### config.mk
export PLATFORM = sky130hd
export DESIGN_NAME = pipe_ctrl
export DESIGN_NICKNAME = d
export VERILOG_FILES = /design/src/rtl/pipe_ctrl.sv
export SDC_FILE = /design/constraint.sdc
export NUM_CORES = 1
export LEC_CHECK = 0
export ABC_CLOCK_PERIOD_IN_PS = 1500
export CAP_MARGIN = 0
export CORE_ASPECT_RATIO = 0.6
export CORE_MARGIN = 2
export CORE_UTILIZATION = 35
export DETAILED_ROUTE_END_ITERATION = 16
export PLACE_DENSITY_LB_ADDON = 0.12
export SYNTH_ARGS = -nofsm -noshare
export SYNTH_HDL_FRONTEND = slang
export SYNTH_SLANG_ARGS = --single-unit
### constraint.sdc
create_clock -name clk_i -period 1.5 [get_ports clk_i]
set_input_delay 0.15 -clock clk_i [delete_from_list [all_inputs] [get_ports clk_i]]
set_output_delay 0.15 -clock clk_i [all_outputs]
set_load 0.05 [all_outputs]
### src/rtl/pipe_ctrl.sv
// Pipeline control: resolves memory-stall / load-use / flush priority into
// per-stage enables, runs a memory-stall watchdog, and (with PIPE_PERF_CNT_EN) keeps perf counters.
module pipe_ctrl #(
  parameter int unsigned STALL_LIMIT = 64,
  parameter int unsigned CNT_W       = 32
) (
  input  logic             clk_i,
  input  logic             rst_i,
  input  logic             LoadUse_i,
  input  logic             Flush_i,
  input  logic             MemStall_i,
  output logic             PCWrite_o,
  output logic             IFIDWrite_o,
  output logic             IFIDFlush_o,
  output logic             IDEXBubble_o,
  output logic             EXMEMWrite_o,
  output logic             MEMWBBubble_o,
  output logic             Timeout_o,
  output logic [CNT_W-1:0] LuCnt_o,
  output logic [CNT_W-1:0] MemCnt_o,
  output logic [CNT_W-1:0] FlushCnt_o
);

  typedef enum logic [1:0] {RUN, MEMWAIT, HALT} state_t;

  state_t      state_q, state_d;
  logic [15:0] scnt_q, scnt_d;
  logic        timeout_q, timeout_d;
  logic        rule_mem, rule_lu, rule_fl;

  always_comb begin
    PCWrite_o     = 1'b1;
    IFIDWrite_o   = 1'b1;
    EXMEMWrite_o  = 1'b1;
    IFIDFlush_o   = 1'b0;
    IDEXBubble_o  = 1'b0;
    MEMWBBubble_o = 1'b0;
    rule_mem      = 1'b0;
    rule_lu       = 1'b0;
    rule_fl       = 1'b0;
    if (rst_i) begin
      PCWrite_o     = 1'b0;
      IFIDWrite_o   = 1'b0;
      EXMEMWrite_o  = 1'b0;
      IFIDFlush_o   = 1'b1;
      IDEXBubble_o  = 1'b1;
      MEMWBBubble_o = 1'b1;
    end else if (state_q == HALT) begin
      PCWrite_o    = 1'b0;
      IFIDWrite_o  = 1'b0;
      EXMEMWrite_o = 1'b0;
    end else if (MemStall_i) begin
      PCWrite_o     = 1'b0;
      IFIDWrite_o   = 1'b0;
      EXMEMWrite_o  = 1'b0;
      MEMWBBubble_o = 1'b1;
      rule_mem      = 1'b1;
    end else if (LoadUse_i) begin
      // branch operands are not valid yet, so a concurrent flush is dropped
      PCWrite_o    = 1'b0;
      IFIDWrite_o  = 1'b0;
      IDEXBubble_o = 1'b1;
      rule_lu      = 1'b1;
    end else if (Flush_i) begin
      IFIDFlush_o = 1'b1;
      rule_fl     = 1'b1;
    end
  end

  always_comb begin
    state_d   = state_q;
    scnt_d    = scnt_q;
    timeout_d = timeout_q;
    unique case (state_q)
      RUN: begin
        if (MemStall_i) begin
          state_d = MEMWAIT;
          scnt_d  = 16'd1;
        end
      end
      MEMWAIT: begin
        if (!MemStall_i) begin
          state_d = RUN;
          scnt_d  = '0;
        end else if (scnt_q == 16'(STALL_LIMIT - 1)) begin
          state_d   = HALT;
          timeout_d = 1'b1;
        end else begin
          scnt_d = scnt_q + 16'd1;
        end
      end
      HALT:    state_d = HALT;
      default: state_d = RUN;
    endcase
  end

  always_ff @(posedge clk_i) begin
    if (rst_i) begin
      state_q   <= RUN;
      scnt_q    <= '0;
      timeout_q <= 1'b0;
    end else begin
      state_q   <= state_d;
      scnt_q    <= scnt_d;
      timeout_q <= timeout_d;
    end
  end

  assign Timeout_o = timeout_q;

`ifdef PIPE_PERF_CNT_EN
  logic [CNT_W-1:0] lu_cnt_q, mem_cnt_q, fl_cnt_q;

  // rule flags are already zero during reset and HALT
  always_ff @(posedge clk_i) begin
    if (rst_i) begin
      lu_cnt_q  <= '0;
      mem_cnt_q <= '0;
      fl_cnt_q  <= '0;
    end else begin
      if (rule_lu)  lu_cnt_q  <= lu_cnt_q + 1'b1;
      if (rule_mem) mem_cnt_q <= mem_cnt_q + 1'b1;
      if (rule_fl)  fl_cnt_q  <= fl_cnt_q + 1'b1;
    end
  end

  assign LuCnt_o    = lu_cnt_q;
  assign MemCnt_o   = mem_cnt_q;
  assign FlushCnt_o = fl_cnt_q;
`else
  logic unused_rules;
  assign unused_rules = ^{rule_lu, rule_mem, rule_fl};
  assign LuCnt_o      = '0;
  assign MemCnt_o     = '0;
  assign FlushCnt_o   = '0;
`endif

endmodule
==> impl_results.md, run 1 <==
- Worst min-delay path category: flop to flop
- Hold-fix buffers at CTS: 0
- Leakage power figure: between 1 and 1.5 nW
- Proportion of synthesized chip area in sequential cells: slightly above 20%
- Die extent in x: between 90 and 100 µm
- Antenna violations before repair: 0
- Clk Latency, worst-skew pair: roughly 0.26 ns
- Total of max-cap violations: 0
- Final Instance Area: 2241 µm²
- First DRT Iteration DRCs: 47
- Most frequent cells in the layout: sky130_fd_sc_hd__conb_1, sky130_fd_sc_hd__buf_4, sky130_fd_sc_hd__nand2_1, sky130_fd_sc_hd__dfxtp_1, sky130_fd_sc_hd__buf_6
- Number of levels the H-tree was split into: 1
- Violated checks: negative setup slack
- Number of global-route vias before repair: 1,147
- Util after Layout: 43.68%
- Time the final worst path needs with I/O delays and setup: between 1.5 and 2 ns
- Data arrival at the endpoint of the critical path: ~1.7 ns
- Register-to-Register Path Depth: 5
- Smallest hold slack: 0.4678 ns
- Largest area contributor in the netlist: sky130_fd_sc_hd__buf_4
- Die Height: 60.89 µm
- Number of distinct library cells after synthesis: 52
- Post-Synthesis Cells: approximately 230
- Worst-case setup margin in the final layout: -0.002003 ns
- Final weighted congestion in routability-driven placement: a little under 0.8
- DRC errors left: 0
- Total global routing overflow: 0
- Final net count: ~290
- Total power: around 0.0016 W
- Clock slew at the register clock pins of the worst setup and hold paths: ~0.070 ns
- Final TNS setup: -0.002003 ns
- Maximum number of pins on one net before global-route repair: 11
- Count of warnings emitted by yosys: 0
- All-layer global routing usage: 12.44%
- Fin Clk Skew: 0.002532 ns
- Via count: between 1k and 1.5k
- Dpl hpwl: between 3000 and 4000 µm
- Post-route clock period utilization: 100.1%
- Reg-to-Reg Start: scnt_q[10]$_SDFFE_PP0P_
- Yosys top cell area share: between 30% and 40%
- Post-synth EDFFs: 0
- Num Clock Sinks: 19
- Detailed-routing iteration count for the pre-antenna-repair pass: 4
- Standard cell area after detailed placement: 2004 µm²
- Maximum operating frequency: roughly 0.67 GHz
- CORE AREA: about 5000 µm²
- Share of cells above drive strength 1: between 30% and 40%
- Type of the setup path with the least slack: flop to flop
- Syn_area_per_cell: 8.069 µm²
- Final WL: between 4000 and 5000 µm
- Yosys reg bits: 19
- Average wire length per cell after detail routing: around 12 µm
- Number of failing hold endpoints at the final stage: 0
- CP max FO: 5
- Flop2flop setup slack: -0.002 ns
- Critical path data required time: 1.69 ns
- Library cell used as clock root buffer: sky130_fd_sc_hd__clkbuf_8
- Critical Path Source Type: flop
- Die outline area: between 6000 and 7000 µm²
- Count of final setup violators: 1
- Peak supply drop: between 0.0002 and 0.0003 V
- Antenna Diode Count: 0
- RSZ-0062 raised after global routing: yes
- Antenna Nets Post-Route: 0
- Area added between synthesis and finish: 18.69%
- Wire length of the first global-routing pass: just under 6000 µm
- Synth async-reset ratio: 0%
- Total standard cell area after synthesis: approximately 1900 µm²
- Dominant register cell in the synthesized netlist: sky130_fd_sc_hd__dfxtp_1
- Number of vias per cell after detailed routing: between 4 and 5
- Worst hold path cell count: 2
- Cell row count: 20
- Crit. Startpoint: scnt_q[10]$_SDFFE_PP0P_
- Power per standard cell area: roughly 720 nW/µm²
- Most common cell after layout, fill and taps aside: sky130_fd_sc_hd__conb_1
- CTS tree: yes
- Hold path startpoint: Timeout_o$_SDFFE_PP0P_
- Final slew viol count: 0
- Input/output buffers: 11
- Status: finished with violations
- Nature of the critical path endpoint: flop
- Maximum count of clock buffers along a single path: 2
- Starting density of the core: 36.80%
- Crit Reg-Reg Endpoint: state_q[1]$_SDFFE_PP0P_
- Dominant cells by area after synthesis: sky130_fd_sc_hd__buf_4, sky130_fd_sc_hd__dfxtp_1, sky130_fd_sc_hd__nand2_1
- Hold Path Sink: Timeout_o$_SDFFE_PP0P_
- IO Count: approximately 110
- Inserted Clock Buffers: 3
==> flip-flops by register name, summed over array words and instances, names as in the netlist <==
| register | count |
|---|---|
| Timeout_o | 1 |
| state_q | 2 |
| scnt_q | 16 |
==> worst max-delay path, cell delays in order, from the launching register on <==
cell and delay (ns):
sky130_fd_sc_hd__dfxtp_4 0.36, sky130_fd_sc_hd__nor4_4 0.34, sky130_fd_sc_hd__nand4_4 0.21, sky130_fd_sc_hd__buf_6 0.18, sky130_fd_sc_hd__or2_4 0.24, sky130_fd_sc_hd__a21oi_2 0.11
==> stage by stage <==
step,worst slack [ns],instances
2_1_floorplan,-0.009595,329
3_3_place_gp,-0.1208,339
3_5_place_dp,-0.1417,339
4_1_cts,0.001592,346
5_1_grt,-0.05998,347
6_report,-0.002003,347
==> worst max path at each step <==
stage                         endpoint  slack, ns  cells past startpoint
2_1_floorplan                PCWrite_o      -0.01                      5
3_3_place_gp   scnt_q[15]$_SDFFE_PP0P_      -0.12                      6
3_5_place_dp   scnt_q[12]$_SDFFE_PP0P_      -0.14                      6
4_1_cts         scnt_q[3]$_SDFFE_PP0P_      0.002                      7
5_1_grt         scnt_q[8]$_SDFFE_PP0P_      -0.06                      6
6_report       state_q[1]$_SDFFE_PP0P_     -0.002                      5
==> area by class of cell <==
type / instances / area, µm²
multi-input cells: 200 / 1187
repair buffers: 54 / 518.0
fillers: 531 / 2889
clock buffers: 4 / 45.04
well taps: 66 / 82.58
flip-flops and latches: 19 / 392.9
inverters: 4 / 15.01
==> power by group <==
part           switching [W]  internal, W
combinational       0.000630    0.0000943
sequential        0.00000564     0.000508
clock               0.000181     0.000189
total               0.000816     0.000791
==> synthesized netlist by cell type, types with 3 or more instances <==
cell,n
sky130_fd_sc_hd__inv_1,4
sky130_fd_sc_hd__o21ai_0,5
sky130_fd_sc_hd__dfxtp_1,19
sky130_fd_sc_hd__a31oi_1,3
sky130_fd_sc_hd__nand4_1,5
sky130_fd_sc_hd__nand3_1,5
sky130_fd_sc_hd__a21oi_1,9
sky130_fd_sc_hd__buf_6,4
sky130_fd_sc_hd__nand2_1,15
sky130_fd_sc_hd__buf_4,98
sky130_fd_sc_hd__a21o_1,4
sky130_fd_sc_hd__o21ai_1,4
sky130_fd_sc_hd__nor2_1,11
==> routing by layer <==
layer  track usage [%]  wire [µm]  share of wire [%]
met5                 0          0                  0
met4             1.174         10               0.25
met3             3.111        270                6.7
met2             18.05       1710                 42
met1             19.09       2036                 51
==> kinds of logic after synthesis <==
| logic type | Yosys count | share of synthesized area [%] |
|---|---|---|
| AND/OR/NAND/NOR | 63 | 21.34 |
| other | 1 | 0.1986 |
| AO/OA/AOI/OAI | 38 | 13.59 |
| multiplexers | 1 | 0.5302 |
| flip-flops | 19 | 20.15 |
| buffers and inverters | 110 | 43.07 |
| adder cells (fa/ha/maj) | 1 | 0.6626 |
| XOR/XNOR | 1 | 0.4640 |
==> repair_timing <==
action	4_1_cts	5_1_grt
setup endpoints to repair	17	19
pin swaps	6	20
buffers inserted	3	1
gates resized for setup	22	27
Power figures use the tool's default switching activity.
==> run 2: changes to the inputs <==
--- a/config.mk
+++ b/config.mk
@@ -12,6 +12,8 @@
 export CORE_UTILIZATION = 35
 export DETAILED_ROUTE_END_ITERATION = 16
 export PLACE_DENSITY_LB_ADDON = 0.12
+export SKIP_CTS_REPAIR_TIMING = 1
+export SLEW_MARGIN = 20
 export SYNTH_ARGS = -nofsm -noshare
 export SYNTH_HDL_FRONTEND = slang
 export SYNTH_SLANG_ARGS = --single-unit
==> impl_results.md, run 2 (synthesis results as in run 1) <==
- Status: finished with violations (unchanged)
- Violated checks: negative setup slack (unchanged)
- Reg-to-Reg Start: scnt_q[0]$_SDFFE_PP0P_ (was scnt_q[10]$_SDFFE_PP0P_)
- Share of cells above drive strength 1: 34.05% (was 34.52%)
- Crit. Startpoint: scnt_q[0]$_SDFFE_PP0P_ (was scnt_q[10]$_SDFFE_PP0P_)
- Nature of the critical path endpoint: flop (unchanged)
- Number of levels the H-tree was split into: 1 (unchanged)
- Antenna violations before repair: 0 (unchanged)
- Smallest hold slack: 0.3459 ns (was 0.4678 ns)
- Via count: 1,425 (was 1,418)
- Die outline area: 6017 µm² (unchanged)
- Leakage power figure: 1.041 nW (was 1.034 nW)
- Final Instance Area: 2235 µm² (was 2241 µm²)
- Hold path startpoint: rst_i (was Timeout_o$_SDFFE_PP0P_)
- Antenna Diode Count: 0 (unchanged)
- Inserted Clock Buffers: 3 (unchanged)
- Number of global-route vias before repair: 1,077 (was 1,147)
- Cell row count: 20 (unchanged)
- Die extent in x: 98.82 µm (unchanged)
- Max FFs per register: 16 (unchanged)
- Peak supply drop: 0.0002762 V (was 0.0002631 V)
- Final weighted congestion in routability-driven placement: 0.7947 (unchanged)
- Type of the setup path with the least slack: flop to flop (unchanged)
- Critical Path Source Type: flop (unchanged)
- Critical path data required time: 1.66 ns (was 1.69 ns)
- Post-route clock period utilization: 100.9% (was 100.1%)
- Total instance count after detailed placement: 339 (unchanged)
- Maximum count of clock buffers along a single path: 2 (unchanged)
- Total of max-cap violations: 0 (unchanged)
- Flop2flop setup slack: -0.01 ns (was -0.002 ns)
- Power per standard cell area: 716.2 nW/µm² (was 717.3 nW/µm²)
- Clock slew at the register clock pins of the worst setup and hold paths: 0.07 ns (about the same)
- Num Clock Sinks: 19 (unchanged)
- Input/output buffers: 11 (unchanged)
- Register-to-Register Path Depth: 7 (was 5)
- Final net count: 286 (was 288)
- Number of cells in the finished layout apart from fillers: 345 (was 347)
- Most common cell after layout, fill and taps aside: sky130_fd_sc_hd__conb_1 (unchanged)
- CORE AREA: 5130 µm² (unchanged)
- Register bank with the most flops: scnt_q (unchanged)
- Final TNS setup: -0.01325 ns (was -0.002003 ns)
- Final slew viol count: 0 (unchanged)
- Antenna Nets Post-Route: 0 (unchanged)
- Data arrival at the endpoint of the critical path: 1.67 ns (was 1.69 ns)
- Fin Clk Skew: 0.0007646 ns (was 0.002532 ns)
- Clk Latency, worst-skew pair: 0.26 ns (about the same)
- Worst hold path cell count: 3 (was 2)
- Dpl hpwl: 3103 µm (unchanged)
- IO Count: 108 (unchanged)
- Final WL: 3906 µm (was 4027 µm)
- Standard cell area after detailed placement: 2004 µm² (unchanged)
- Count of final setup violators: 1 (unchanged)
- DRC errors left: 0 (unchanged)
- Library cell used as clock root buffer: sky130_fd_sc_hd__clkbuf_8 (unchanged)
- Total global routing overflow: 0 (unchanged)
- Area added between synthesis and finish: 18.36% (was 18.69%)
- All-layer global routing usage: 11.74% (was 12.44%)
- Worst-case setup margin in the final layout: -0.01325 ns (was -0.002003 ns)
- First DRT Iteration DRCs: 35 (was 47)
- Die Height: 60.89 µm (unchanged)
- Most frequent cells in the layout: sky130_fd_sc_hd__conb_1, sky130_fd_sc_hd__buf_4, sky130_fd_sc_hd__nand2_1, sky130_fd_sc_hd__dfxtp_1, sky130_fd_sc_hd__nor2_1 (was sky130_fd_sc_hd__conb_1, sky130_fd_sc_hd__buf_4, sky130_fd_sc_hd__nand2_1, sky130_fd_sc_hd__dfxtp_1, sky130_fd_sc_hd__buf_6)
- Starting density of the core: 36.80% (unchanged)
- Number of failing hold endpoints at the final stage: 0 (unchanged)
- RSZ-0062 raised after global routing: yes (unchanged)
- Wire length of the first global-routing pass: 5457 µm (was 5796 µm)
- Time the final worst path needs with I/O delays and setup: 1.513 ns (was 1.502 ns)
- Worst min-delay path category: primary input to flop (was flop to flop)
- Detailed-routing iteration count for the pre-antenna-repair pass: 4 (unchanged)
- Number of vias per cell after detailed routing: 4.130 (was 4.086)
- Average wire length per cell after detail routing: 11.32 µm (was 11.61 µm)
- Maximum number of pins on one net before global-route repair: 11 (unchanged)
- Maximum operating frequency: 0.6608 GHz (was 0.6658 GHz)
- CTS tree: yes (unchanged)
- CP max FO: 4 (was 5)
==> run 2: changes by cell type in the layout (fill, tap and decap cells not counted), sizes merged <==
cell	previous run	this run
buf	50	48
dlygate4sd2	2	0
dlymetal6s2s	0	2
==> run 2: metal layers <==
layer	routed length, µm	vias up	share of wire, %	GRT usage [%]
met4	13	0	0.33	1.174
met3	289	2	7.4	3.111
met5	0	-	0	0
li1	-	697	-	-
met1	2007	667	51	18.81
met2	1596	59	41	15.73
==> run 2: worst max-delay path, stage by stage, from the launching register on <==
cell	delay, ns
sky130_fd_sc_hd__dfxtp_2	0.34
sky130_fd_sc_hd__ha_4	0.15
sky130_fd_sc_hd__and3_4	0.19
sky130_fd_sc_hd__buf_4	0.15
sky130_fd_sc_hd__and3_4	0.19
sky130_fd_sc_hd__nand3_1	0.07
sky130_fd_sc_hd__nand2_1	0.05
sky130_fd_sc_hd__a311oi_1	0.26
==> run 2: layout make-up <==
type / instances / area [µm²]
clock buffer: 4 / 45.04
fill: 532 / 2895
inverter: 4 / 17.52
tap: 66 / 82.58
timing repair buffer: 52 / 499.2
multi-input combinational: 200 / 1197
sequential: 19 / 392.9
==> run 2: final timing paths <==
| check | endpoint |
|---|---|
| min | scnt_q[10]$_SDFFE_PP0P_ |
| max | scnt_q[10]$_SDFFE_PP0P_ |
| max reg2reg | scnt_q[10]$_SDFFE_PP0P_ |
| min reg2reg | Timeout_o$_SDFFE_PP0P_ |
==> run 2: per-stage QoR <==
step           setup slack [ns]  total power [W]  util, %
4_1_cts                 -0.1119         0.001594    39.95
6_report               -0.01325         0.001601    43.56
5_1_grt                -0.07714         0.001668    43.56
2_1_floorplan         -0.009595         0.001331        -
3_3_place_gp            -0.1208         0.001227    39.07
3_5_place_dp            -0.1417         0.001225    39.07
==> run 2: report_power, final <==
part | switching, W | internal [W] | total, W
sequential | 0.00000551 | 0.000508 | 0.000514
combinational | 0.000627 | 0.0000928 | 0.000720
clock | 0.000178 | 0.000189 | 0.000367
total | 0.000810 | 0.000790 | 0.00160
==> edit: new RTL, config.mk and constraints of run 2 <==
Put one more register stage on the output `Timeout_o`, cleared by the reset. The value now appears one clock later. The other outputs are not delayed to match.
--- a/src/rtl/pipe_ctrl.sv
+++ b/src/rtl/pipe_ctrl.sv
@@ -106,7 +106,13 @@
     end
   end
 
-  assign Timeout_o = timeout_q;
+  always_ff @(posedge clk_i) begin
+    if (rst_i) begin
+      Timeout_o <= '0;
+    end else begin
+      Timeout_o <= timeout_q;
+    end
+  end
 
 `ifdef PIPE_PERF_CNT_EN
   logic [CNT_W-1:0] lu_cnt_q, mem_cnt_q, fl_cnt_q;
Check against the original RTL: same outputs for any inputs over 10 cycles, from zero or initial values and one cycle with rst_i high; that may be too few to reach the edited logic, so the function may still have changed.
==> edit against run 2 <==
The flow still finishes with violations (negative setup slack); cell area increased by 4.3%; synthesized area up 0.93%; clock power hardly changed; routed wire length grew 17%; power is 2.3% higher; first-iteration DRC count rose to 2.8 times the old value; sequential cell count up 1; worst setup slack got worse by 310 ps; maximum frequency decreased by 17%; largest power group unchanged.
==> edit: results (changes against run 2) <==
- Inverter count: 6 (was 4)
- Post-Place Cells: 350 (was 339)
- Clk cell area share: 0.0177 (was 0.0202)
- Non-clk bufs: 59 (was 52)
- DR vias/cell: 4.47 (was 4.13)
- Setup Skew: 3.53 ps (was 0.765 ps)
- DP Area: 2100 sq um (was 2000 sq um)
- Final setup violation count: 15 (was 1)
- Yosys cell types: 46 (was 52)
- Leak: 0.00106 uW (was 0.00104 uW)
- TNS Setup: -3310 ps (was -13.3 ps)
- Total global routing track utilization: 0.138 (was 0.117)
- Finished Layout Cells: 360 (was 345)
- Hold slack: 313 ps (was 346 ps)
- Avg WL per Cell: 12.7 microns (was 11.3 microns)
- CP max FO: 5 (was 4)
- Iter 0 DRT Violations: 97 (was 35)
- Fill cell count: 512 (was 532)
- Post-DP HPWL: 3430 microns (was 3100 microns)
- Vias in the first global route: 1163 (was 1077)
- Largest net degree at the start of global routing: 15 (was 11)
- Sequential share of cell area: 0.181 (was 0.176)
- Max clock buf depth: 2 (unchanged)
- Layout non-clock buf frac: 0.240 (was 0.223)
- Hold Path Origin: MemStall_i (was rst_i)
- Failing checks: negative setup slack (unchanged)
- Sequential area share after synthesis: 0.210 (was 0.201)
- Multi-input combinational cell count: 206 (was 200)
- Worst Hold End: scnt_q[0] (was scnt_q[10])
- Sequential cell count: 20 (was 19)
- Worst setup margin: -320 ps (was -13.3 ps)
- Area of the multi-input gates: 1200 sq um (about the same)
- Peak supply drop: 0.000331 V (was 0.000276 V)
- Nets: 302 (was 286)
- Synth top area cells: buf_4 (38%), dfxtp_1 (21%), nand4_1 (3.0%) (was buf_4 (39%), dfxtp_1 (20%), nand2_1 (3.0%))
- Status: complete, but fails checks (unchanged)
- R2R Path End: scnt_q[12] (was scnt_q[10])
- Final instance area: 2330 sq um (was 2230 sq um)
- Max stage delay on crit path: 580 ps (was 340 ps)
- Pre-CTS setup slack: -350 ps (was -142 ps)
- CP max-delay cell: or4_4 (was dfxtp_2)
- Layout cells sized above 1: 0.337 (was 0.341)
## edit: cell types whose count changed after synthesis, moves of 3 or more
cell             run 2  this run
nand4_1              5         9
nand2_1             15         8
clkbuf_1             2         7
nor4_1               1         5
buf_6                4         0
a31oi_1              3         8
or4_1                0         3
nor2_1              11         6
## edit: per-layer routing
metal	GRT usage	wire length (microns)	vias to the layer above
met3	0.0341	373	8
met1	0.230	2250	758
met4	0.0117	32	0
met5	0	0	-
li1	-	-	769
met2	0.175	1910	73
## edit: logic make-up after synthesis
family / after synthesis / synth area share
AOI/OAI and AO/OA: 45 / 0.162
xor gates and xnor gates: 1 / 0.00460
adders and majority gates: 1 / 0.00656
buffers and inverters: 113 / 0.415
DFF: 20 / 0.210
other: 1 / 0.00197
and+or+nand+nor: 62 / 0.200
## edit: where the power goes
part | switching, uW | internal [uW]
sequential | 8.40 | 533
clock | 188 | 179
combinational | 629 | 99.2
